File: src/rtl/config_port_arb_pkg.sv
// Shared types and constants for the configurator port arbiter.
package config_port_arb_pkg;

   localparam int CAW_DEF = 15;
   localparam int CDW_DEF = 21;

   localparam int REQ_NOC = 0;
   localparam int REQ_DBG = 1;

   typedef enum logic [1:0] {
      ST_IDLE    = 2'd0,
      ST_RD_WAIT = 2'd1,
      ST_RSP     = 2'd2
   } arb_state_e;

   // One-hot pick between two requesters; on contention the one that did not win last time goes.
   function automatic logic [1:0] rr_pick(input logic [1:0] req, input logic last_gnt);
      if (req == 2'b11) begin
         return last_gnt ? 2'b01 : 2'b10;
      end
      return req;
   endfunction

endpackage

File: src/rtl/config_port_arb_if.sv
// Request, response and configurator-port signals of the configurator port arbiter.
interface config_port_arb_if
   import config_port_arb_pkg::*;
#(
   parameter int CAW = CAW_DEF,
   parameter int CDW = CDW_DEF
);

   logic           req0_vld;
   logic           req0_wr;
   logic [CAW-1:0] req0_addr;
   logic [CDW-1:0] req0_wdata;
   logic           req0_rdy;

   logic           req1_vld;
   logic           req1_wr;
   logic [CAW-1:0] req1_addr;
   logic [CDW-1:0] req1_wdata;
   logic           req1_rdy;

   logic           rsp0_vld;
   logic [CDW-1:0] rsp0_rdata;
   logic           rsp0_rdy;

   logic           rsp1_vld;
   logic [CDW-1:0] rsp1_rdata;
   logic           rsp1_rdy;

   logic           config_we;
   logic [CAW-1:0] config_waddr;
   logic [CDW-1:0] config_wdata;
   logic           config_re;
   logic [CAW-1:0] config_raddr;
   logic [CDW-1:0] config_rdata;

   modport slave (
      input  req0_vld, req0_wr, req0_addr, req0_wdata,
      output req0_rdy,
      input  req1_vld, req1_wr, req1_addr, req1_wdata,
      output req1_rdy,
      output rsp0_vld, rsp0_rdata,
      input  rsp0_rdy,
      output rsp1_vld, rsp1_rdata,
      input  rsp1_rdy,
      output config_we, config_waddr, config_wdata, config_re, config_raddr,
      input  config_rdata
   );

   modport master (
      output req0_vld, req0_wr, req0_addr, req0_wdata,
      input  req0_rdy,
      output req1_vld, req1_wr, req1_addr, req1_wdata,
      input  req1_rdy,
      input  rsp0_vld, rsp0_rdata,
      output rsp0_rdy,
      input  rsp1_vld, rsp1_rdata,
      output rsp1_rdy,
      input  config_we, config_waddr, config_wdata, config_re, config_raddr,
      output config_rdata
   );

endinterface

File: src/rtl/config_port_arb_rr_arb2.sv
// Two-input round-robin arbiter with enable; one-hot grant, last winner remembered.
module rr_arb2
   import config_port_arb_pkg::*;
(
   input  logic       clk,
   input  logic       rst_n,
   input  logic       en,
   input  logic [1:0] req,
   output logic [1:0] gnt
);

   logic last_gnt;

   assign gnt = en ? rr_pick(req, last_gnt) : 2'b00;

   // Reset to requester 1 so requester 0 wins the first contention.
   always_ff @(posedge clk or negedge rst_n) begin
      if (!rst_n) begin
         last_gnt <= 1'b1;
      end else if (|gnt) begin
         last_gnt <= gnt[1];
      end
   end

endmodule

File: src/rtl/config_port_arb.sv
// Shares the configurator port between the NoC controller (req 0) and host/debug (req 1).
// Optional response-hold timeout with sticky arb_err: define CFG_ARB_TIMEOUT_EN.
module config_port_arb
   import config_port_arb_pkg::*;
#(
   parameter int CAW    = CAW_DEF,
   parameter int CDW    = CDW_DEF,
   parameter int RD_LAT = 1,
   parameter int TO_CYC = 255
) (
   input  logic             clk_config,
   input  logic             rst_n,
   input  logic             work_config_busy,
   output logic             arb_err,
   config_port_arb_if.slave cfg
);

   localparam logic [1:0] RD_LAT_W = 2'(RD_LAT);

   arb_state_e     state;
   arb_state_e     state_nxt;
   logic [1:0]     req;
   logic [1:0]     gnt;
   logic           arb_en;
   logic           any_gnt;
   logic           sel_wr;
   logic [CAW-1:0] sel_addr;
   logic [CDW-1:0] sel_wdata;
   logic [1:0]     lat_cnt;
   logic           owner;
   logic [1:0]     rsp_vld;
   logic [CDW-1:0] rsp_data;
   logic           capture;
   logic           rsp_drop;
   logic           rsp_hs;
   logic           timeout;

   assign req = {cfg.req1_vld, cfg.req0_vld};

   // Gating with rst_n keeps rdy low while reset is asserted.
   assign arb_en = rst_n & (state == ST_IDLE) & ~work_config_busy;

   rr_arb2 u_rr_arb2 (
      .clk   (clk_config),
      .rst_n (rst_n),
      .en    (arb_en),
      .req   (req),
      .gnt   (gnt)
   );

   assign cfg.req0_rdy = gnt[REQ_NOC];
   assign cfg.req1_rdy = gnt[REQ_DBG];
   assign any_gnt      = |gnt;

   assign sel_wr    = gnt[REQ_DBG] ? cfg.req1_wr    : cfg.req0_wr;
   assign sel_addr  = gnt[REQ_DBG] ? cfg.req1_addr  : cfg.req0_addr;
   assign sel_wdata = gnt[REQ_DBG] ? cfg.req1_wdata : cfg.req0_wdata;

   assign rsp_hs = owner ? cfg.rsp1_rdy : cfg.rsp0_rdy;

   always_ff @(posedge clk_config or negedge rst_n) begin
      if (!rst_n) begin
         state <= ST_IDLE;
      end else begin
         state <= state_nxt;
      end
   end

   always_comb begin
      state_nxt = state;
      capture   = 1'b0;
      rsp_drop  = 1'b0;
      case (state)
         ST_IDLE: begin
            if (any_gnt && !sel_wr) begin
               state_nxt = ST_RD_WAIT;
            end
         end
         ST_RD_WAIT: begin
            if (lat_cnt == 2'd0) begin
               capture   = 1'b1;
               state_nxt = ST_RSP;
            end
         end
         ST_RSP: begin
            if (rsp_hs || timeout) begin
               rsp_drop  = 1'b1;
               state_nxt = ST_IDLE;
            end
         end
         default: state_nxt = ST_IDLE;
      endcase
   end

   // Stage p0 -> p1: granted request becomes a one-cycle strobe on the configurator port.
   always_ff @(posedge clk_config or negedge rst_n) begin
      if (!rst_n) begin
         cfg.config_we    <= 1'b0;
         cfg.config_re    <= 1'b0;
         cfg.config_waddr <= '0;
         cfg.config_wdata <= '0;
         cfg.config_raddr <= '0;
      end else begin
         cfg.config_we <= any_gnt & sel_wr;
         cfg.config_re <= any_gnt & ~sel_wr;
         if (any_gnt && sel_wr) begin
            cfg.config_waddr <= sel_addr;
            cfg.config_wdata <= sel_wdata;
         end
         if (any_gnt && !sel_wr) begin
            cfg.config_raddr <= sel_addr;
         end
      end
   end

   // Read tracking: wait out the configurator latency, then hold the response for its owner.
   always_ff @(posedge clk_config or negedge rst_n) begin
      if (!rst_n) begin
         lat_cnt  <= 2'd0;
         owner    <= 1'b0;
         rsp_vld  <= 2'b00;
         rsp_data <= '0;
      end else begin
         if (any_gnt && !sel_wr) begin
            owner   <= gnt[REQ_DBG];
            lat_cnt <= RD_LAT_W;
         end else if (state == ST_RD_WAIT && lat_cnt != 2'd0) begin
            lat_cnt <= lat_cnt - 2'd1;
         end
         if (capture) begin
            rsp_data <= cfg.config_rdata;
            rsp_vld  <= owner ? 2'b10 : 2'b01;
         end else if (rsp_drop) begin
            rsp_vld  <= 2'b00;
         end
      end
   end

   assign cfg.rsp0_vld   = rsp_vld[REQ_NOC];
   assign cfg.rsp1_vld   = rsp_vld[REQ_DBG];
   assign cfg.rsp0_rdata = rsp_vld[REQ_NOC] ? rsp_data : '0;
   assign cfg.rsp1_rdata = rsp_vld[REQ_DBG] ? rsp_data : '0;

`ifdef CFG_ARB_TIMEOUT_EN
   localparam logic [7:0] TO_LIM = 8'(TO_CYC - 1);

   logic [7:0] to_cnt;

   assign timeout = (to_cnt == TO_LIM);

   // Counter restarts on every entry to RSP; the response is visible for TO_CYC cycles at most.
   always_ff @(posedge clk_config or negedge rst_n) begin
      if (!rst_n) begin
         to_cnt  <= 8'd0;
         arb_err <= 1'b0;
      end else begin
         to_cnt <= (state == ST_RSP) ? to_cnt + 8'd1 : 8'd0;
         if (state == ST_RSP && timeout && !rsp_hs) begin
            arb_err <= 1'b1;
         end
      end
   end
`else
   assign timeout = 1'b0;
   assign arb_err = 1'b0;
`endif

endmodule
File: src/flat_wrapper.sv
// flat-port wrapper written by rule: the top's interface ports become plain ports
module config_port_arb_flat import config_port_arb_pkg::*;
#(
   parameter int CAW    = CAW_DEF,
   parameter int CDW    = CDW_DEF,
   parameter int RD_LAT = 1,
   parameter int TO_CYC = 255
)
  (clk_config, rst_n, work_config_busy, arb_err, cfg_req0_vld, cfg_req0_wr, cfg_req0_addr, cfg_req0_wdata, cfg_req0_rdy, cfg_req1_vld, cfg_req1_wr, cfg_req1_addr, cfg_req1_wdata, cfg_req1_rdy, cfg_rsp0_vld, cfg_rsp0_rdata, cfg_rsp0_rdy, cfg_rsp1_vld, cfg_rsp1_rdata, cfg_rsp1_rdy, cfg_config_we, cfg_config_waddr, cfg_config_wdata, cfg_config_re, cfg_config_raddr, cfg_config_rdata);
  config_port_arb_if #(.CAW(CAW), .CDW(CDW)) cfg_i ();
  input  logic clk_config;
  input  logic rst_n;
  input  logic work_config_busy;
  output logic arb_err;
  input wire logic [$bits(cfg_i.req0_vld)-1:0] cfg_req0_vld;
  input wire logic [$bits(cfg_i.req0_wr)-1:0] cfg_req0_wr;
  input wire logic [$bits(cfg_i.req0_addr)-1:0] cfg_req0_addr;
  input wire logic [$bits(cfg_i.req0_wdata)-1:0] cfg_req0_wdata;
  output wire logic [$bits(cfg_i.req0_rdy)-1:0] cfg_req0_rdy;
  input wire logic [$bits(cfg_i.req1_vld)-1:0] cfg_req1_vld;
  input wire logic [$bits(cfg_i.req1_wr)-1:0] cfg_req1_wr;
  input wire logic [$bits(cfg_i.req1_addr)-1:0] cfg_req1_addr;
  input wire logic [$bits(cfg_i.req1_wdata)-1:0] cfg_req1_wdata;
  output wire logic [$bits(cfg_i.req1_rdy)-1:0] cfg_req1_rdy;
  output wire logic [$bits(cfg_i.rsp0_vld)-1:0] cfg_rsp0_vld;
  output wire logic [$bits(cfg_i.rsp0_rdata)-1:0] cfg_rsp0_rdata;
  input wire logic [$bits(cfg_i.rsp0_rdy)-1:0] cfg_rsp0_rdy;
  output wire logic [$bits(cfg_i.rsp1_vld)-1:0] cfg_rsp1_vld;
  output wire logic [$bits(cfg_i.rsp1_rdata)-1:0] cfg_rsp1_rdata;
  input wire logic [$bits(cfg_i.rsp1_rdy)-1:0] cfg_rsp1_rdy;
  output wire logic [$bits(cfg_i.config_we)-1:0] cfg_config_we;
  output wire logic [$bits(cfg_i.config_waddr)-1:0] cfg_config_waddr;
  output wire logic [$bits(cfg_i.config_wdata)-1:0] cfg_config_wdata;
  output wire logic [$bits(cfg_i.config_re)-1:0] cfg_config_re;
  output wire logic [$bits(cfg_i.config_raddr)-1:0] cfg_config_raddr;
  input wire logic [$bits(cfg_i.config_rdata)-1:0] cfg_config_rdata;
  assign cfg_i.req0_vld = cfg_req0_vld;
  assign cfg_i.req0_wr = cfg_req0_wr;
  assign cfg_i.req0_addr = cfg_req0_addr;
  assign cfg_i.req0_wdata = cfg_req0_wdata;
  assign cfg_req0_rdy = cfg_i.req0_rdy;
  assign cfg_i.req1_vld = cfg_req1_vld;
  assign cfg_i.req1_wr = cfg_req1_wr;
  assign cfg_i.req1_addr = cfg_req1_addr;
  assign cfg_i.req1_wdata = cfg_req1_wdata;
  assign cfg_req1_rdy = cfg_i.req1_rdy;
  assign cfg_rsp0_vld = cfg_i.rsp0_vld;
  assign cfg_rsp0_rdata = cfg_i.rsp0_rdata;
  assign cfg_i.rsp0_rdy = cfg_rsp0_rdy;
  assign cfg_rsp1_vld = cfg_i.rsp1_vld;
  assign cfg_rsp1_rdata = cfg_i.rsp1_rdata;
  assign cfg_i.rsp1_rdy = cfg_rsp1_rdy;
  assign cfg_config_we = cfg_i.config_we;
  assign cfg_config_waddr = cfg_i.config_waddr;
  assign cfg_config_wdata = cfg_i.config_wdata;
  assign cfg_config_re = cfg_i.config_re;
  assign cfg_config_raddr = cfg_i.config_raddr;
  assign cfg_i.config_rdata = cfg_config_rdata;
  config_port_arb #(.CAW(CAW), .CDW(CDW), .RD_LAT(RD_LAT), .TO_CYC(TO_CYC)) u_core (.clk_config(clk_config), .rst_n(rst_n), .work_config_busy(work_config_busy), .arb_err(arb_err), .cfg(cfg_i));
endmodule
File: config.mk
export PLATFORM = sky130hd
export DESIGN_NAME = config_port_arb_flat
export DESIGN_NICKNAME = d
export VERILOG_FILES = /design/src/rtl/config_port_arb_pkg.sv /design/src/rtl/config_port_arb_if.sv /design/src/rtl/config_port_arb_rr_arb2.sv /design/src/rtl/config_port_arb.sv /design/src/flat_wrapper.sv
export SDC_FILE = /design/constraint.sdc
export NUM_CORES = 1
export LEC_CHECK = 0
export CAP_MARGIN = 25
export CORE_AREA = 2 2 103 105
export CTS_CLUSTER_SIZE = 25
export DETAILED_ROUTE_END_ITERATION = 10
export DIE_AREA = 0 0 105 107
export GPL_TIMING_DRIVEN = 0
export PLACE_DENSITY = 0.79
export SYNTH_ARGS = -nofsm -noshare
export SYNTH_HDL_FRONTEND = slang
export SYNTH_SLANG_ARGS = --single-unit
File: constraint.sdc
create_clock -name clk_config -period 2 [get_ports clk_config]
set_input_delay 0.4 -clock clk_config [delete_from_list [all_inputs] [get_ports clk_config]]
set_output_delay 0.4 -clock clk_config [all_outputs]
set_load 0.1 [all_outputs]
==> impl_metrics.env, run 1 <==
export IMPL_yosys_register_bits=82
export IMPL_fin_setup_tns_ns=0
export IMPL_cp_max_fo=4
export IMPL_period_needed_ns=1.998
export IMPL_final_antenna_net_count=0
export IMPL_ios=202
export IMPL_dieArea_um2=11240
export IMPL_drv_slew=0
export IMPL_synth_cells=358
export IMPL_seq_area_um2=2057
export IMPL_dr_total_vias=3503
export IMPL_finClkSkew_ns=0.007910
export IMPL_start_kind="flop"
export IMPL_hold_path_class="in -> async"
export IMPL_detail_route_vias_per_cell=4.825
export IMPL_critPathBufInv=2
export IMPL_slowest_stage="dfrtp_1"
export IMPL_overflow=0
export IMPL_nets=688
export IMPL_numClockSinks=82
export IMPL_synth_area_leaders="dfrtp_1 (51%), mux2_2 (8.8%), and2_1 (6.8%)"
export IMPL_avgSynthCellArea_um2=11.11
export IMPL_cts_max_level=3
export IMPL_status="finished, final reports clean"
export IMPL_core_area_um2=10090
export IMPL_drt_pass1_iterations=4
export IMPL_cts_tree="built"
export IMPL_yosys_area_top_type_share=0.5094
export IMPL_cp_end_kind="primary output"
export IMPL_fp_dieH_um=107
export IMPL_die_w_um=105
export IMPL_drtIter0Drc=94
export IMPL_clock_root_buffer="clkbuf_8"
export IMPL_worst_slew_pin_slew_ns=0.9927
export IMPL_grt_max_degree=24
export IMPL_finalHoldViolations=0
export IMPL_slew_headroom=0.3408
export IMPL_grt_pass1_vias=3640
export IMPL_wire_per_inst_um=15.61
export IMPL_cpPeakStageDelay_ns=0.41
export IMPL_nFillCells=833
export IMPL_required_ns=1.60
export IMPL_path_clk_slew_ns=0.08
export IMPL_antenna_found_initial=0
export IMPL_clk_latency_ns=0.35
export IMPL_synth_area_um2=3979
export IMPL_num_rows=37
export IMPL_drive_above_1_share=0.3407
export IMPL_yosysSeqAreaShare=0.5160
export IMPL_drv_cap=0
export IMPL_path_cells="nor4b_4 > buf_6 > and3_4 > buf_12"
export IMPL_drc=0
export IMPL_path_delay_family="simple AND/OR/NAND/NOR gates"
export IMPL_start_util=0.3942
export IMPL_multiInputGateArea_um2=1800
export IMPL_arrival_ns=1.60
export IMPL_syn_num_nets=461
export IMPL_routed_wl_um=11340
export IMPL_top_layer="met4"
export IMPL_wl_met1_um=4743
export IMPL_period_share=0.9992
export IMPL_rsz0062_at_grt="yes"
export IMPL_path_class="reg -> out"
export IMPL_grt_usage=0.2038
export IMPL_netlist_cell_type_count=30
export IMPL_fmax_ghz=0.5004
export IMPL_dp_hpwl_um=8237
export IMPL_setup_viol=0
export IMPL_wl_met3_um=743
export IMPL_synth_top_area_cell="dfrtp_1"
export IMPL_port_buffers=200
export IMPL_clockBufferDepth=2
export IMPL_areaGrowthSynthToFinish_pct=63.77
export IMPL_dr_wl_met2_um=5645
export IMPL_grt_pass1_wl_um=18190
export IMPL_place_congestion=0.7755
export IMPL_diodes=0
export IMPL_cts_made_buffers=9
export IMPL_yosysWarnings=0
state kept, by name (all words and copies together) (netlist names):
signal,cells
u_core.rsp_vld,2
u_core.cfg.config_wdata,21
u_core.rsp_data,21
u_core.cfg.config_re,1
u_core.cfg.config_we,1
u_core.state,2
u_core.cfg.config_waddr,15
u_core.u_rr_arb2.last_gnt,1
u_core.cfg.config_raddr,15
u_core.lat_cnt,2
u_core.owner,1
layer usage:
layer  global-route usage  vias to the layer above
met5                    0                        -
met2               0.3641                      157
met4              0.07143                        0
met3              0.04924                       20
met1               0.2392                     1655
li1                     -                     1671
path summary, 6_finish.rpt:
kind	cells after the start	start	to	slack [ns]
worst max-delay path	4	u_core.state[0]	cfg_req0_rdy	0.002
worst min-delay path	2	rst_n	u_core.rsp_data[7]	0.11
worst max register to register	7	u_core.state[0]	u_core.cfg.config_raddr[8]	0.17
worst min register to register	2	u_core.rsp_data[2]	u_core.rsp_data[2]	0.49
max in group asynchronous	3	rst_n	u_core.rsp_vld[1]	0.57
min in group clk_config	2	u_core.rsp_data[2]	u_core.rsp_data[2]	0.49
stage by stage:
stage               hold slack, ns  utilization  area, um2  cells  setup slack, ns
floorplan                   0.1044            -       4038    358          0.03356
global placement            0.4669       0.6153       6210    694           -4.471
detailed placement          0.4419       0.6170       6227    695           -1.911
CTS                        0.09649       0.6429       6489    722         -0.09129
global route                0.1004       0.6457       6516    726         -0.06134
finish                      0.1105       0.6457       6516    726         0.001573
layout by cell type (no fill, tap or decap), types with 3 or more instances in the layout:
cell type        synthesis  layout
mux2i_1                 21      21
buf_6                    5       6
clkdlybuf4s50_1          0      98
dfrtp_2                  0       3
mux2_2                  31      31
mux2_4                  15      15
clkbuf_8                 0      10
buf_12                   0       3
a31oi_1                 23      23
clkdlybuf4s15_2          0       4
a21oi_1                 22      22
clkbuf_2                 0      19
nand2_1                 67      67
clkbuf_4                 0       8
buf_4                    6      42
dfrtp_1                 81      78
and2_2                   0      40
dlygate4sd3_1            0       4
clkbuf_1                13      11
dlygate4sd2_1            0      18
inv_1                    8       8
clkdlybuf4s15_1          0      22
synth_stat cells (all sizes together):
cell,n
a21boi,1
a21oi,22
a221oi,1
a22o,2
a31oi,23
a32o,2
and2,43
and3,1
and3b,1
buf,13
clkbuf,13
conb,1
dfrtp,81
dfstp,1
ha,1
inv,8
mux2,46
mux2i,21
nand2,69
nand2b,1
nand3b,1
nor2,1
nor3,1
nor4b,1
o21ai,2
xnor2,1
what timing repair did:
action / in CTS / in global routing
resized for setup: 333 / 58
pin swaps: 1 / 1
hold endpoints to repair: 43 / 0
cloned: 2 / 0
hold buffers: 4 / 0
buffers inserted: 7 / 2
setup endpoints to repair: 136 / 87
kinds of logic (layout without fill, tap and decap cells):
kind of cell             count (synthesis)  after routing  share of synthesized area
AO/OA/AOI/OAI                           53             53                    0.08082
buffers and inverters                   34            266                    0.04780
multiplexers                            67             67                     0.1972
flip-flops                              82             82                     0.5160
AND/OR/NAND/NOR                        119            119                     0.1519
adder cells (fa/ha/maj)                  1              1                   0.003144
XOR/XNOR                                 1              1                   0.002202
other                                    1              1                  0.0009425
cell type report:
class,instances,share of cell area
Clock buffer,11,0.02170
Timing Repair Buffer,218,0.3189
Tap cell,136,0.02611
Inverter,8,0.004608
Sequential cell,82,0.3157
Clock inverter,5,0.01190
Buffer,24,0.02477
Multi-Input combinational cell,242,0.2763
Power of run 1 is left out: the tool's default activity adds up to more than one toggle a clock period on the data nets, which glitch-free logic cannot reach.
==> run 2: changes to the inputs <==
--- a/config.mk
+++ b/config.mk
@@ -10,6 +10,7 @@
 export CTS_CLUSTER_SIZE = 25
 export DETAILED_ROUTE_END_ITERATION = 10
 export DIE_AREA = 0 0 105 107
+export GPL_ROUTABILITY_DRIVEN = 0
 export GPL_TIMING_DRIVEN = 0
 export PLACE_DENSITY = 0.79
 export SYNTH_ARGS = -nofsm -noshare
==> results of run 2 <==
The final DEF is identical to that of run 1; final timing and power are the same.
Power of run 2 is left out for the same reason.
